==> config.mk <==
export PLATFORM = sky130hd
export DESIGN_NAME = dcache_arbiter
export DESIGN_NICKNAME = d
export VERILOG_FILES = /design/src/rtl/dcache_arbiter.sv
export SDC_FILE = /design/constraint.sdc
export NUM_CORES = 1
export LEC_CHECK = 0
export ABC_AREA = 1
export CAP_MARGIN = 10
export CELL_PAD_IN_SITES_DETAIL_PLACEMENT = 0
export CELL_PAD_IN_SITES_GLOBAL_PLACEMENT = 1
export CORE_ASPECT_RATIO = 0.6
export CORE_MARGIN = 2
export CORE_UTILIZATION = 30
export DETAILED_ROUTE_END_ITERATION = 12
export PLACE_DENSITY = 0.86
export REMOVE_ABC_BUFFERS = 1
export SETUP_SLACK_MARGIN = 0.05
export SYNTH_ARGS = -nofsm -noshare
export SYNTH_HDL_FRONTEND = slang
export SYNTH_SLANG_ARGS = --single-unit
==> constraint.sdc <==
create_clock -name clk -period 1.9 [get_ports clk]
set_input_delay 0.285 -clock clk [delete_from_list [all_inputs] [get_ports clk]]
set_output_delay 0.285 -clock clk [all_outputs]
set_load 0.02 [all_outputs]
==> src/rtl/dcache_arbiter.sv <==
// dcache_arbiter: registered single-port arbiter for host, processor and display access to the data cache.
// Optional macro DCACHE_ARB_RR_EN selects round-robin arbitration; the default build is fixed priority host > proc > disp.

module dcache_arbiter #(
  parameter int DMEM_SZ    = 9,
  parameter int ADDR_W     = 4,
  parameter int DATA_W     = 8,
  parameter int STARVE_LIM = 8
) (
  input  logic              clk,
  input  logic              rst,
  input  logic              host_req_in,
  input  logic [ADDR_W-1:0] host_addr_in,
  input  logic [DATA_W-1:0] host_data_in,
  output logic              host_gnt_out,
  input  logic              proc_req_in,
  input  logic              proc_we_in,
  input  logic [ADDR_W-1:0] proc_addr_in,
  input  logic [DATA_W-1:0] proc_data_in,
  input  logic              proc_lock_in,
  output logic              proc_gnt_out,
  input  logic              disp_req_in,
  input  logic [ADDR_W-1:0] disp_addr_in,
  output logic              disp_gnt_out,
  output logic [ADDR_W-1:0] mem_addr_out,
  output logic [DATA_W-1:0] mem_data_out,
  output logic              mem_wen_out,
  input  logic [DATA_W-1:0] mem_data_in,
  output logic [DATA_W-1:0] rdata_out,
  output logic              rvalid_out,
  output logic [1:0]        rsrc_out,
  output logic              err_out
);

  localparam int HOST = 0;
  localparam int PROC = 1;
  localparam int DISP = 2;
  localparam logic [ADDR_W:0] SZ  = (ADDR_W+1)'(DMEM_SZ);
  localparam logic [3:0]      LIM = 4'(STARVE_LIM);

  logic [2:0]        r_gnt;
  logic [ADDR_W-1:0] r_addr;
  logic [DATA_W-1:0] r_data;
  logic              r_we;
  logic              r_inrange;
  logic [3:0]        r_wait;
  logic [DATA_W-1:0] r_rdata;
  logic              r_rvalid;
  logic [1:0]        r_rsrc;
  logic              r_err;

  logic [2:0]        w_req;
  logic [2:0]        w_elig;
  logic [2:0]        w_win;
  logic              w_starve;
  logic [ADDR_W-1:0] w_sel_addr;
  logic [DATA_W-1:0] w_sel_data;
  logic              w_sel_we;
  logic              w_busy;
  logic              w_rd;

  // A requester holding req through its own grant cycle is not a new request.
  assign w_req    = {disp_req_in, proc_req_in, host_req_in & ~proc_lock_in};
  assign w_elig   = w_req & ~r_gnt;
  assign w_starve = (r_wait >= LIM);

`ifdef DCACHE_ARB_RR_EN
  logic [1:0] r_ptr;

  always_comb begin
    w_win = 3'b000;
    if (w_elig[DISP] && w_starve) begin
      w_win = 3'b100;
    end else begin
      case (r_ptr)
        2'd0: begin
          if (w_elig[HOST])      w_win = 3'b001;
          else if (w_elig[PROC]) w_win = 3'b010;
          else if (w_elig[DISP]) w_win = 3'b100;
        end
        2'd1: begin
          if (w_elig[PROC])      w_win = 3'b010;
          else if (w_elig[DISP]) w_win = 3'b100;
          else if (w_elig[HOST]) w_win = 3'b001;
        end
        default: begin
          if (w_elig[DISP])      w_win = 3'b100;
          else if (w_elig[HOST]) w_win = 3'b001;
          else if (w_elig[PROC]) w_win = 3'b010;
        end
      endcase
    end
  end

  always_ff @(posedge clk) begin
    if (rst)              r_ptr <= 2'd0;
    else if (w_win[HOST]) r_ptr <= 2'd1;
    else if (w_win[PROC]) r_ptr <= 2'd2;
    else if (w_win[DISP]) r_ptr <= 2'd0;
  end
`else
  always_comb begin
    w_win = 3'b000;
    if (w_elig[DISP] && w_starve) w_win = 3'b100;
    else if (w_elig[HOST])        w_win = 3'b001;
    else if (w_elig[PROC])        w_win = 3'b010;
    else if (w_elig[DISP])        w_win = 3'b100;
  end
`endif

  always_comb begin
    w_sel_addr = disp_addr_in;
    w_sel_data = '0;
    w_sel_we   = 1'b0;
    if (w_win[HOST]) begin
      w_sel_addr = host_addr_in;
      w_sel_data = host_data_in;
      w_sel_we   = 1'b1;
    end else if (w_win[PROC]) begin
      w_sel_addr = proc_addr_in;
      w_sel_data = proc_data_in;
      w_sel_we   = proc_we_in;
    end
  end

  assign w_busy = |r_gnt;
  assign w_rd   = w_busy & ~r_we;

  assign host_gnt_out = r_gnt[HOST];
  assign proc_gnt_out = r_gnt[PROC];
  assign disp_gnt_out = r_gnt[DISP];
  // Idle cycles pass the display address straight through to the cache.
  assign mem_addr_out = w_busy ? r_addr : disp_addr_in;
  assign mem_data_out = r_data;
  assign mem_wen_out  = w_busy & r_we & r_inrange & ~rst;
  assign rdata_out    = r_rdata;
  assign rvalid_out   = r_rvalid;
  assign rsrc_out     = r_rsrc;
  assign err_out      = r_err;

  always_ff @(posedge clk) begin
    if (rst) begin
      r_gnt     <= 3'b000;
      r_addr    <= '0;
      r_data    <= '0;
      r_we      <= 1'b0;
      r_inrange <= 1'b0;
      r_wait    <= 4'd0;
      r_rdata   <= '0;
      r_rvalid  <= 1'b0;
      r_rsrc    <= 2'b00;
      r_err     <= 1'b0;
    end else begin
      r_gnt <= w_win;
      if (|w_win) begin
        r_addr    <= w_sel_addr;
        r_data    <= w_sel_data;
        r_we      <= w_sel_we;
        r_inrange <= ({1'b0, w_sel_addr} < SZ);
      end
      r_rvalid <= w_rd;
      r_rsrc   <= w_rd ? (r_gnt[DISP] ? 2'b10 : 2'b01) : 2'b00;
      if (w_rd) r_rdata <= r_inrange ? mem_data_in : '0;
      r_err <= w_busy & ~r_inrange;
      if (!disp_req_in || r_gnt[DISP]) r_wait <= 4'd0;
      else if (r_wait < LIM)           r_wait <= r_wait + 4'd1;
    end
  end

endmodule

==> results.md <==
* Status: finished, final reports clean
* Post-synth top area cell: dfxtp_1
* WL final at 4050 µm
* Sink Count at 33
* Synth Area per Inst at 7.40 µm²
* Routability Congestion at 0.783
* Finished Layout Cells at 344
* Die Span X at 94.9 µm
* Post-synthesis sequential area ratio at 0.444
* Crit path launch type: register
* Power Density at 705 nW/µm²
* TritonRoute pass-1 iters at 4
* DR WL met2 at 1450 µm
* Die Y at 58.5 µm
* Total global-route track usage at 0.154
* Slew of the pin with the lowest slew margin at 0.267 ns
* Pre-CTS setup slack at 0.0324 ns
* Hold Path Class: reg2reg
* Final setup vio count at 0
* Die ar. at 5550 µm²
* Slew HR at 0.822
* Nets at 325
* Dominant cells by area after synthesis: dfxtp_1 44%, nand2_1 15%, a21oi_1 5.4%
* DRT antenna net count at 0
* Filler cells at 462
* Pins Over Slew Limit at 0
* Leakage power at 0.989 nW
* Fin crit share at 0.940
* Register bit total from synthesis at 33
* Unrepaired setup endpoints after global routing: no
* Cell Area, Placed at 2300 µm²
* Latest clock arrival within the worst-skew pair at 0.29 ns
* Critical path required time at 1.62 ns
* Largest net degree at the start of global routing at 25
* Initial antenna violation count at 0
* CP max FO at 5
* IO buf count at 70
* Multi-input logic area at 706 µm²
* Max Cap Viol at 0
* Setup TNS at 0 ns
* Clk pin slew, worst setup/hold paths at 0.07 ns
* Worst VDD drop at 0.000273 V
* Share of layout cells above drive strength 1 at 0.128
* Starting density of the core at 0.319
* Top Metal Used: met4
* Synth Cell Area at 1490 µm²
* Fin area at 2360 µm²
* Library cells used by synthesis at 23
* Ys Warns at 0
* Hold_ws at 0.467 ns
* WL met3 at 354 µm
* Post-Place Cells at 336
* Detailed Place HPWL at 3110 µm
* Clk buf depth at 2
* Total grt overflow at 0
* H-tree Lvls at 2
* First-pass GRT wire length at 6490 µm
* Kind of critical path: reg2out
* Hold Vio Cnt, Final at 0
* Final core occ at 0.508
* DRC viols at 0
* Clock Skews at 0.00631 ns
* Pwr Total at 1.67 mW
* CTS buffer count at 5
* Initial DRC count at 42
* Diodes inserted at 0
* Vias in the first global route at 1445
* I/O pin cnt at 71
* Critical Path End Type: primary output
* Routed WL per cell at 11.8 µm
* Area added between synthesis and finish at 59.1%
* Core ar. at 4660 µm²
* Vias per cell at 4.43
* Yosys top cell area share at 0.444
* CP arrival at 1.50 ns
* CTS root buf: clkbuf_8
* Register area at 661 µm²
* Minimum clock period at 1.79 ns
* TritonCTS clock tree: yes
* Met1 Routed Length at 2190 µm
* Final WS setup at 0.115 ns
* Core Rows at 19
* Vias at 1523
* Fmax at 0.560 GHz
* Post-Syn Instances at 201
==> worst max-delay path, cell delays in order, from the launching register on <==
cell	delay [ns]
dfxtp_1	0.36
nor3_4	0.20
buf_4	0.19
nand2_1	0.06
nand2_1	0.06
dlygate4sd2_1	0.34
==> per-layer routing <==
| metal | vias to the layer above | track usage |
|---|---|---|
| met5 | - | 0 |
| li1 | 800 | - |
| met2 | 55 | 0.203 |
| met3 | 7 | 0.0563 |
| met4 | 0 | 0.0621 |
| met1 | 661 | 0.223 |
==> sequential cells by signal, summed over array words and instances, names as in the netlist <==
signal and flops:
r_wait 4, rdata_out 8, err_out 1, r_inrange 1
mem_data_out 8, r_we 1, rsrc_out 2, r_addr 4
r_gnt 3, rvalid_out 1
==> cells in the mapped netlist <==
| cell type | instances |
|---|---|
| o21ai_0 | 4 |
| clkbuf_1 | 4 |
| nor3_4 | 1 |
| nand2_4 | 1 |
| inv_1 | 20 |
| nand3_1 | 14 |
| nor2_1 | 14 |
| ha_1 | 2 |
| a21oi_1 | 16 |
| a2111oi_2 | 1 |
| o211ai_1 | 3 |
| buf_4 | 1 |
| dfxtp_1 | 33 |
| nor3_1 | 3 |
| and3_1 | 1 |
| nand3_4 | 2 |
| nand3_2 | 2 |
| nand2_1 | 60 |
| nor2_2 | 2 |
| nor2_4 | 2 |
| inv_2 | 6 |
| nand2_2 | 1 |
| a31oi_1 | 8 |
==> logic make-up after synthesis <==
kind of cell,synth area share
flops,0.444
simple gates,0.332
fa+ha+maj,0.0168
compound gates,0.126
buf+inv,0.0808
==> timing repair <==
action / in CTS / in global routing
cloned: 0 / 0
resized for setup: 5 / 8
buffers inserted: 0 / 0
hold buffers: 0 / 0
setup endpoints to repair: 5 / 3
==> where the power goes <==
| part | internal (mW) | switching [mW] |
|---|---|---|
| clock network | 0.252 | 0.264 |
| registers | 0.732 | 0.0252 |
| logic | 0.192 | 0.202 |
==> final timing paths <==
path	from	endpoint	slack (ns)	cells past startpoint
setup reg to reg	r_gnt[1]	r_inrange	0.50	8
hold / removal	rdata_out[3]	rdata_out[3]	0.47	2
hold reg to reg	rdata_out[3]	rdata_out[3]	0.47	2
setup / recovery	r_gnt[2]	mem_addr_out[3]	0.11	5
==> final cells by class <==
type	instances	share of cell area
multi-input cells	137	0.298
repair buffers	77	0.311
inverters	26	0.0413
well taps	63	0.0333
clock inverters	3	0.00741
flip-flops and latches	33	0.279
clock buffers	5	0.0291
==> cells in the final DEF (no fill, tap or decap), types with 2 or more instances in the layout <==
cell type,instances
nand3_2,2
nor2_2,2
clkbuf_2,3
nand2_1,60
nor2_1,14
dfxtp_1,33
clkinv_2,2
nor3_1,3
inv_2,6
clkbuf_8,5
buf_4,7
ha_1,2
nor2_4,2
o21ai_0,4
inv_1,20
a21oi_1,16
nand3_1,14
o211ai_1,3
clkdlybuf4s50_1,65
a31oi_1,8
nand3_4,2
dlygate4sd2_1,2
No activity file was read; power rests on OpenSTA's default activity.
